File: src/rtl/ram_port_arbiter.sv
// ram_port_arbiter: owns the byte-wide RAM port and shares it between
// instruction fetch and the LSU. Each grant is sequenced as 1/2/4 byte
// cycles. Reads account for the 1-cycle RAM latency. Writes to the IO region
// stall while the UART buffer is full.
// Optional build macro: RAM_ARB_AGING_EN adds a fetch age counter. A fetch
// that keeps losing to the LSU is forced to win after AGE_LIMIT losses.
module ram_port_arbiter #(
   parameter int         ADDR_W    = 32,
   parameter int         AGE_LIMIT = 8,
   parameter logic [1:0] IO_HI     = 2'b11
) (
   input  logic              clk_in,
   input  logic              rst_in,
   input  logic              rdy_in,
   input  logic              if_req_in,
   input  logic [ADDR_W-1:0] if_addr_in,
   output logic              if_done_out,
   output logic [31:0]       if_data_out,
   input  logic              flush_in,
   input  logic              ls_req_in,
   input  logic              ls_wr_in,
   input  logic [1:0]        ls_size_in,
   input  logic [ADDR_W-1:0] ls_addr_in,
   input  logic [31:0]       ls_wdata_in,
   output logic              ls_done_out,
   output logic [31:0]       ls_rdata_out,
   input  logic              io_buffer_full,
   input  logic [7:0]        mem_din,
   output logic [7:0]        mem_dout,
   output logic [ADDR_W-1:0] mem_a,
   output logic              mem_wr,
   output logic              busy_out
);

   typedef enum logic [2:0] {IDLE, FETCH, LSU_RD, LSU_WR, DONE} state_t;

   state_t            state;
   logic [ADDR_W-1:0] addr;      // latched base address of the granted access
   logic [2:0]        len;       // transfer length in bytes (1, 2 or 4)
   logic [2:0]        n;         // byte cycle index within the transfer
   logic [3:0][7:0]   wbytes;    // latched store data, byte 0 = bits 7:0
   logic [3:0][7:0]   cap;       // read bytes captured so far
   logic [3:0][7:0]   cap_next;  // cap with this cycle's mem_din merged in
   logic [ADDR_W-1:0] cur_a;
   logic [2:0]        ls_len;
   logic              io_stall;
   logic              age_win;
   logic              if_ok;
   logic              ls_grant;
   logic              if_grant;

   // Size decode; 2'b11 is treated as a word.
   always_comb begin
      case (ls_size_in)
         2'b00:   ls_len = 3'd1;
         2'b01:   ls_len = 3'd2;
         default: ls_len = 3'd4;
      endcase
   end

   // Byte address for this cycle; plain wrap-around add, no alignment rules.
   assign cur_a    = addr + ADDR_W'(n);
   assign io_stall = (cur_a[17:16] == IO_HI) && io_buffer_full;

   // A fetch request seen together with a flush is stale and is not granted.
   assign if_ok    = if_req_in && !flush_in;
   assign ls_grant = (state == IDLE) && ls_req_in && !(age_win && if_ok);
   assign if_grant = (state == IDLE) && if_ok && !ls_grant;
   assign busy_out = (state != IDLE);

   // The byte requested in the previous cycle arrives on mem_din now.
   always_comb begin
      cap_next = cap;
      if (n != 3'd0) cap_next[2'(n - 3'd1)] = mem_din;
   end

   // RAM port drive. The port is idle (all zero) outside transfer byte cycles.
   // The address stays put during a freeze because it only depends on state.
   always_comb begin
      mem_a    = '0;
      mem_dout = '0;
      mem_wr   = 1'b0;
      case (state)
         FETCH, LSU_RD: begin
            if (n < len) mem_a = cur_a;
         end
         LSU_WR: begin
            mem_a    = cur_a;
            mem_dout = wbytes[n[1:0]];
            mem_wr   = rdy_in && !io_stall;
         end
         default: ;
      endcase
   end

   // Arbitration and byte sequencing FSM with registered done/data outputs.
   always_ff @(posedge clk_in or posedge rst_in) begin
      if (rst_in) begin
         state        <= IDLE;
         addr         <= '0;
         len          <= '0;
         n            <= '0;
         wbytes       <= '0;
         cap          <= '0;
         if_done_out  <= 1'b0;
         ls_done_out  <= 1'b0;
         if_data_out  <= '0;
         ls_rdata_out <= '0;
      end else if (rdy_in) begin
         if_done_out <= 1'b0;
         ls_done_out <= 1'b0;
         case (state)
            IDLE: begin
               if (ls_grant) begin
                  addr   <= ls_addr_in;
                  len    <= ls_len;
                  wbytes <= ls_wdata_in;
                  n      <= '0;
                  cap    <= '0;
                  state  <= ls_wr_in ? LSU_WR : LSU_RD;
               end else if (if_grant) begin
                  addr  <= if_addr_in;
                  len   <= 3'd4;
                  n     <= '0;
                  cap   <= '0;
                  state <= FETCH;
               end
            end
            FETCH: begin
               if (flush_in) begin
                  // Mispredict: drop partial instruction, no done pulse.
                  n     <= '0;
                  state <= IDLE;
               end else begin
                  cap <= cap_next;
                  if (n == len) begin
                     if_data_out <= cap_next;
                     if_done_out <= 1'b1;
                     state       <= DONE;
                  end else begin
                     n <= n + 3'd1;
                  end
               end
            end
            LSU_RD: begin
               // cap was cleared at grant, so short loads come out zero-extended.
               cap <= cap_next;
               if (n == len) begin
                  ls_rdata_out <= cap_next;
                  ls_done_out  <= 1'b1;
                  state        <= DONE;
               end else begin
                  n <= n + 3'd1;
               end
            end
            LSU_WR: begin
               if (!io_stall) begin
                  if (n == len - 3'd1) begin
                     ls_done_out <= 1'b1;
                     state       <= DONE;
                  end else begin
                     n <= n + 3'd1;
                  end
               end
            end
            DONE:    state <= IDLE;
            default: state <= IDLE;
         endcase
      end
   end

`ifdef RAM_ARB_AGING_EN
   localparam int AGE_W = $clog2(AGE_LIMIT + 1);
   logic [AGE_W-1:0] age;

   // Count IDLE arbitrations a waiting fetch loses to the LSU; saturate at the limit.
   always_ff @(posedge clk_in or posedge rst_in) begin
      if (rst_in) begin
         age <= '0;
      end else if (rdy_in) begin
         if (flush_in || if_grant) begin
            age <= '0;
         end else if (if_req_in && ls_grant && !age_win) begin
            age <= age + AGE_W'(1);
         end
      end
   end

   assign age_win = (age == AGE_W'(AGE_LIMIT));
`else
   assign age_win = 1'b0;
`endif

endmodule

File: config.mk
export PLATFORM = sky130hd
export DESIGN_NAME = ram_port_arbiter
export DESIGN_NICKNAME = d
export VERILOG_FILES = /design/src/rtl/ram_port_arbiter.sv
export SDC_FILE = /design/constraint.sdc
export NUM_CORES = 1
export LEC_CHECK = 0
export BUFFER_PORTS_ARGS = -buffer_cell sky130_fd_sc_hd__buf_4
export CORE_MARGIN = 3
export CORE_UTILIZATION = 53
export CTS_BUF_LIST = sky130_fd_sc_hd__clkbuf_16
export CTS_CLUSTER_DIAMETER = 120
export DETAILED_ROUTE_END_ITERATION = 10
export PLACE_DENSITY = 0.8
export SYNTH_ARGS = -nofsm -noshare
export SYNTH_HDL_FRONTEND = slang
export SYNTH_SLANG_ARGS = --single-unit
File: constraint.sdc
create_clock -name clk_in -period 7.6 [get_ports clk_in]
set_clock_uncertainty 0.15 [all_clocks]
set_input_delay 1.52 -clock clk_in [delete_from_list [all_inputs] [get_ports clk_in]]
set_output_delay 1.52 -clock clk_in [all_outputs]
set_load 0.03 [all_outputs]
; ---- Word level (Yosys, flattened, before mapping)
; Cells that the tools add are included.
[op_classes]
add_sub_neg = 4
n_lt_le_gt_ge = 4
n_eq_ne = 12
mux = 40
bitwise = 1
n_reduce_logical = 25
[op_table]
columns = op, n
row1 = 32-bit 2-to-1 mux, 7
row2 = 32-bit case mux with 3 select lines, 1
row3 = 32-bit case mux with 2 select lines, 1
row4 = 3-bit 2-to-1 mux, 14
row5 = 32-bit by 3-bit adder with 32-bit output, 1
row6 = 32-bit bitwise mux, 1
row7 = 8-bit 2-to-1 mux, 3
row8 = 3-bit case mux with 4 select lines, 2
row9 = 8-bit binary-select mux with 2-bit select, 1
row10 = 8-bit demux with 2-bit select, 1
row11 = 4-bit AND reduction, 3
row12 = 3-bit AND reduction, 3
row13 = 3-bit nonzero test, 3
row14 = 2-bit != test (second input constant), 4
row15 = 1-bit logical AND, 7
row16 = 1-bit 2-to-1 mux, 7
row17 = 3-bit by 2-bit equality test with 1-bit output (second input constant), 2
row18 = 3-bit equality test, 2
row19 = 2-bit by 3-bit < comparator with 1-bit output (second input constant), 2
row20 = 3-bit case mux with 2 select lines, 1
row21 = 5-bit AND reduction, 1
row22 = 4-bit nonzero test, 1
row23 = 3-bit by 1-bit adder with 3-bit output (second input constant), 1
row24 = 3-bit by 1-bit equality test with 1-bit output (second input constant), 1
row25 = 14 further kinds, 16
[word_totals]
ff_bits = 171
output_inout_bits = 108
word_cells = 102

; ---- Longest topological paths before layout
; Gate-level depths: netlist of the first run.
[depth]
ltp_word = 9
mapped_depth = 10
mapped_depth_nobuf = 8

; ---- Worst setup path after synthesis of the first run
; Ideal clock, no wire load.
[synth_timing]
path_kind = register -> output
startpoint = reg n[0]
endpoint = out mem_a[13]
t_arrival_ns = 2.412
required_time_ns = 5.930
slack_ns = 3.518
stages_incl_launch_ff = 11
path_cell_list = dfrtp_1 > clkbuf_1 > inv_1 > ha_1 > inv_1 > a21o_1 > a21oi_1 > maj3_1 > nand2b_1 > clkbuf_1 > nor2_1
[synth_via]
elab_chain_cells = 3
elab_cells_between_ends = 4
[synth_lines]
columns = element, line
row1 = start: declaration, 40  ; logic [2:0] n;
row2 = start signal: assignment, 141  ; n <= n + 3'd1;
row3 = start signal: assignment, 153  ; n <= n + 3'd1;
row4 = start signal: assignment, 162  ; n <= n + 3'd1;
row5 = 32-bit by 3-bit adder with 32-bit output or 3-bit < comparator (tied branches), "62, 85"
row6 = 32-bit 2-to-1 mux, 85  ; if (n < len) mem_a = cur_a;
row7 = 32-bit case mux with 2 select lines *, 83  ; case (state)
row8 = end: declaration, 30  ; output logic [ADDR_W-1:0] mem_a,
; Every way passes the cells marked *; elsewhere a longest branch is shown, timed or not.

; ---- Final worst setup path of the first run
[layout_timing]
startpoint = reg n[0]
endpoint = out mem_a[10]
; Same word-level chain as after synthesis.

==> results of run 1 <==
==> cells by family (layout without fill, tap and decap cells) <==
family | count (synthesis) | after routing | share of synthesized area, %
flops | 171 | 171 | 50.9
buf+inv | 67 | 274 | 3.07
xor+xnor | 32 | 32 | 3.51
compound gates | 173 | 173 | 13.1
simple gates | 242 | 242 | 12.9
mux | 106 | 106 | 14.4
fa+ha+maj | 14 | 14 | 2.14
==> metal layers <==
layer	GRT usage, %	share of wire (%)	vias to the layer above
met3	6.11	6.8	27
met1	32.1	42	3236
met5	0	0	-
li1	-	-	3209
met2	38.2	49	222
met4	8.58	2.2	0
==> metrics by stage <==
| step | worst slack (ns) | hold slack, ns | area, um^2 |
|---|---|---|---|
| floorplan | 1.30 | 0.306 | 8400 |
| global placement | 3.01 | 0.314 | 10200 |
| detailed placement | 2.86 | 0.322 | 10200 |
| CTS | 2.41 | 0.336 | 10800 |
| global route | 2.12 | 0.361 | 10800 |
| finish | 2.47 | 0.330 | 10800 |
==> report_power, final <==
group	switching (mW)	internal (mW)
clock network	0.374	0.491
registers	0.305	1.26
logic	1.08	0.777
==> worst max-delay path: stages, from the launching register on <==
cell and delay (ns):
dfrtp_1 0.77, inv_1 0.23, ha_1 0.24, inv_1 0.06, a21o_1 0.10, a21oi_1 0.06
maj3_1 0.35, nand2b_1 0.83, nor2_1 0.16, buf_4 0.23
==> how the worst max path moves through the flow <==
| stage | from | to | slack [ns] | depth (start not counted) |
|---|---|---|---|---|
| final | n[0] | mem_a[10] | 2.47 | 9 |
| after global routing | n[0] | mem_a[10] | 2.12 | 9 |
| after CTS | n[0] | mem_a[3] | 2.41 | 9 |
| after detailed placement | n[0] | mem_a[3] | 2.86 | 9 |
| after global placement | n[0] | mem_a[3] | 3.01 | 9 |
| after floorplan | rst_in | addr[0] | 1.30 | 1 |
==> final cells by class <==
cell class                 count  area [um^2]
clock buffer                  17          425
timing repair buffer         225         1690
inverter                      17         68.8
multi-input combinational    567         3880
tap                          211          264
clock inverter                15          168
sequential                   171         4280
fill                        1228         4600
==> registers in the layout (all words and copies together) (netlist names) <==
name / flops
if_done_out: 1
wbytes: 32
ls_done_out: 1
if_data_out: 32
cap: 32
state: 3
n: 3
ls_rdata_out: 32
len: 3
addr: 32
==> cell usage after synthesis, types with 7 or more instances <==
library cell | instances | area share (%)
nand3_1 | 15 | 0.89
nor2_1 | 78 | 3.5
mux2_2 | 32 | 4.3
dfrtp_1 | 171 | 51
and3_1 | 7 | 0.52
and2_1 | 10 | 0.74
a21oi_1 | 41 | 2.4
a22o_1 | 33 | 3.4
inv_1 | 17 | 0.76
xnor2_1 | 10 | 1.0
mux4_2 | 8 | 2.1
buf_1 | 9 | 0.40
clkbuf_1 | 38 | 1.7
ha_1 | 12 | 1.8
xor2_1 | 21 | 2.2
mux2i_1 | 65 | 7.7
nand2_1 | 97 | 4.3
o21ai_0 | 70 | 4.2
==> flow_summary.toml, run 1 <==
[grt]
grt_pass1_wl_mm = 34.1
antenna_found_initial = 0
grt_pass1_vias = 6618
grt_max_degree = 95
grt.total_usage_pct = 24.0
grt-ovfl-total = 0

[setup_path]
regToRegStartpoint = "n[0]"
crit_path_end_kind = "output pin"
regToRegSetupSlack_ns = 4.46
required_ns = 5.93
r2r_end = "n[1]"
critPathArrivalTime_ns = 3.46
critPathKind = "flip-flop to output pin"
worstPathMaxFanout = 32
rr_worst_depth = 8
start_kind = "flip-flop"

[sta]
rsz0062_at_grt = "no"
min_period_over_period_pct = 67.5
slew_headroom_pct = 21.7
max_freq_mhz = 195
drv_slew = 0
max_slew.worst_pin.slew_ns = 1.17
totalNegativeSetupSlack_ns = 0
layout_min_cycle_time_ns = 5.13
setup_viol_count_final = 0
hold_violations = 0

[synthesis]
synth_edf_count = 0
synth_cells = 805
syn_area_mm2 = 0.00840
synth_ff_type = "dfrtp_1"
synth.yosys.seq_area_share_pct = 50.9
yosysWarnings = 0
ys_types = 53
avgSynthCellArea_um2 = 10.4
synth-seq-cells = 171
syn-num-nets = 932
synthArstFlopShare_pct = 100

[power]
power_density_mw_per_mm2 = 398
power_mw = 4.29
leakagePower_nw = 5.39
peakVddDrop_mv = 0.216

[route]
initialDrtViolationCount = 371
drt_pass1_iterations = 4
drc_errors = 0
ant_nets = 0
num_vias = 6694
routed_via_density = 5.47
finalWirelength_mm = 21.0
wl_per_cell_um = 17.1

[floorplan]
die_h_um = 132
ios = 222
die_area_mm2 = 0.0174
core_area_mm2 = 0.0154
start_util_pct = 54.7
die_x_um = 132
row_count = 45

[clocking]
clk_latency_ns = 0.42
post_cts_resized = 0
clk_pin_slew_worst_paths_ns = 0.06
hold_buffers = 0
cts_made_buffers = 17
cts.path.max_buffers = 2
cts_root_buf = "clkbuf_16"
cts_tree = "yes"
clock_sinks = 171
cts_setup_buffers = 0
htree_levels = 4

[final_layout]
final_cell_count_no_fill = 1223
final_common_cell = "buf_4"
nets = 1126
post-route-util_pct = 70.1
final_cell_mix = "225 x buf_4, 171 x dfrtp_1, 97 x nand2_1, 78 x nor2_1, 70 x o21ai_0"
num_antenna_cells = 0
area_growth_pct = 28.2
drive_gt1_share_pct = 30.5

[job]
maxCapViolCount = 0

[hold_path]
worstHoldPathType = "flip-flop to flip-flop"
min_to = "if_data_out[17]"
whs_path_depth = 2
hold_start = "if_data_out[17]"

[placement]
gp_congestion = 0.902
dpl.hpwl_mm = 14.9
dp.cells = 1191
io_buffers = 221

[run_status]
status = "finished clean"
No activity file was read; power rests on OpenSTA's default activity.
==> run 2: changes to the inputs <==
--- a/config.mk
+++ b/config.mk
@@ -7,11 +7,11 @@
 export LEC_CHECK = 0
 export BUFFER_PORTS_ARGS = -buffer_cell sky130_fd_sc_hd__buf_4
 export CORE_MARGIN = 3
-export CORE_UTILIZATION = 53
+export CORE_UTILIZATION = 48
 export CTS_BUF_LIST = sky130_fd_sc_hd__clkbuf_16
 export CTS_CLUSTER_DIAMETER = 120
 export DETAILED_ROUTE_END_ITERATION = 10
-export PLACE_DENSITY = 0.8
+export PLACE_DENSITY = 0.77
 export SYNTH_ARGS = -nofsm -noshare
 export SYNTH_HDL_FRONTEND = slang
 export SYNTH_SLANG_ARGS = --single-unit
==> constraint.sdc (replaced) <==
create_clock -name clk_in -period 4.7 [get_ports clk_in]
set_clock_uncertainty 0.15 [all_clocks]
set_input_delay 0.94 -clock clk_in [delete_from_list [all_inputs] [get_ports clk_in]]
set_output_delay 0.94 -clock clk_in [all_outputs]
set_load 0.03 [all_outputs]
==> run 2 against run 1 <==
Via count decreased by 1.1%. Die area increased by 9.9%. Register-to-register slack got worse by 2.8 ns. Sequential share of layout area decreased by 0.15 points. Global-route usage decreased by 2.1 points.
==> flow_summary.toml, run 2 (synthesis results as in run 1) <==
[final_layout]
final_area_mm2 = 0.0108
final_cell_count_no_fill = 1236
drive_gt1_share_pct = 30.8
num_antenna_cells = 0
final_cell_mix = "227 x buf_4, 171 x dfrtp_1, 97 x nand2_1, 78 x nor2_1, 70 x o21ai_0"
post-route-util_pct = 64.1
nets = 1130
final_common_cell = "buf_4"
area_growth_pct = 28.7

[clocking]
clk_pin_slew_worst_paths_ns = 0.07
clock_sinks = 171
clk_latency_ns = 0.42
cts_root_buf = "clkbuf_16"
post_cts_resized = 0
hold_buffers = 0
htree_levels = 4
cts_made_buffers = 17
cts.path.max_buffers = 2
cts_setup_buffers = 0
cts_tree = "yes"

[placement]
pre_cts_ws_ns = 0.865
place_area_mm2 = 0.0102
gp_congestion = 0.871
dp.cells = 1204
io_buffers = 221
dpl.hpwl_mm = 14.8

[power]
power_frac_clock_pct = 19.7
combPwrFrac_pct = 43.9
pwr-share-seq_pct = 36.4
intPower_mw = 4.05
switching_share_pct = 41.2
power_mw = 6.90
power_density_mw_per_mm2 = 638
leakagePower_nw = 5.41
p_sw_mw = 2.84
peakVddDrop_mv = 0.330

[floorplan]
start_util_pct = 49.8
row_count = 47
die_h_um = 138
core_area_mm2 = 0.0169
die_x_um = 138
ios = 222
die_area_mm2 = 0.0191

[sta]
drv_slew = 0
layout_min_cycle_time_ns = 4.28
min_period_over_period_pct = 91.0
finalWorstSetupSlack_ns = 0.422
totalNegativeSetupSlack_ns = 0
max_slew.worst_pin.slew_ns = 1.07
max_freq_mhz = 234
slew_headroom_pct = 28.5
rsz0062_at_grt = "no"
fin_hold_ws_ns = 0.329
setup_viol_count_final = 0
hold_violations = 0

[setup_path]
start_kind = "flip-flop"
critPathArrivalTime_ns = 3.19
crit_path_end_kind = "output pin"
required_ns = 3.61
critPathKind = "flip-flop to output pin"
rr_worst_depth = 8
worstPathMaxFanout = 13

[grt]
grt_pass1_vias = 6678
antenna_found_initial = 0
grt_pass1_wl_mm = 34.4
grt.total_usage_pct = 21.9
grt-ovfl-total = 0
grt_max_degree = 73

[run_status]
status = "finished clean"

[job]
maxCapViolCount = 0

[hold_path]
whs_path_depth = 2
worstHoldPathType = "flip-flop to flip-flop"

[route]
num_vias = 6618
ant_nets = 0
routed_via_density = 5.35
drc_errors = 0
wl_per_cell_um = 16.8
initialDrtViolationCount = 367
finalWirelength_mm = 20.8
drt_pass1_iterations = 5
==> run 2: area by class of cell <==
type / count / area [um^2]
fillers: 1373 / 6070
flip-flops and latches: 171 / 4280
multi-input cells: 567 / 3880
repair buffers: 229 / 1740
clock buffers: 17 / 425
well taps: 220 / 275
clock inverters: 15 / 143
inverters: 17 / 67.6
==> run 2: power by group through the flow <==
stage | logic [mW] | registers [mW] | clock network (mW)
4_1_cts | 3.06 | 2.51 | 1.39
5_1_grt | 3.31 | 2.59 | 1.45
3_3_place_gp | 2.99 | 2.51 | 0
6_report | 3.03 | 2.51 | 1.36
2_1_floorplan | 1.75 | 2.78 | 0
3_5_place_dp | 3.05 | 2.53 | 0
==> run 2: final timing paths <==
check / from / end / slack, ns
worst max-delay path: n[0] / mem_wr / 0.42
worst min-delay path: if_data_out[28] / if_data_out[28] / 0.33
worst max register to register: n[0] / n[1] / 1.63
worst min register to register: if_data_out[28] / if_data_out[28] / 0.33
max in group asynchronous: rst_in / addr[19] / 2.89
min in group asynchronous: rst_in / if_data_out[3] / 0.62
==> run 2: layer usage <==
metal | vias to the layer above | share of wire [%] | GRT usage, %
met1 | 3186 | 46 | 29.9
li1 | 3212 | - | -
met4 | 0 | 1.8 | 7.07
met5 | - | 0 | 0
met2 | 192 | 47 | 34.4
met3 | 28 | 5.6 | 5.59
==> run 2: worst max-delay path, stage by stage (launching register included) <==
cell and delay [ns]:
dfrtp_1 0.80, ha_1 0.35, fa_1 0.23, a21o_1 0.17
a22oi_1 0.10, o311a_4 0.33, o31ai_4 0.37, and3_1 0.24
buf_4 0.17
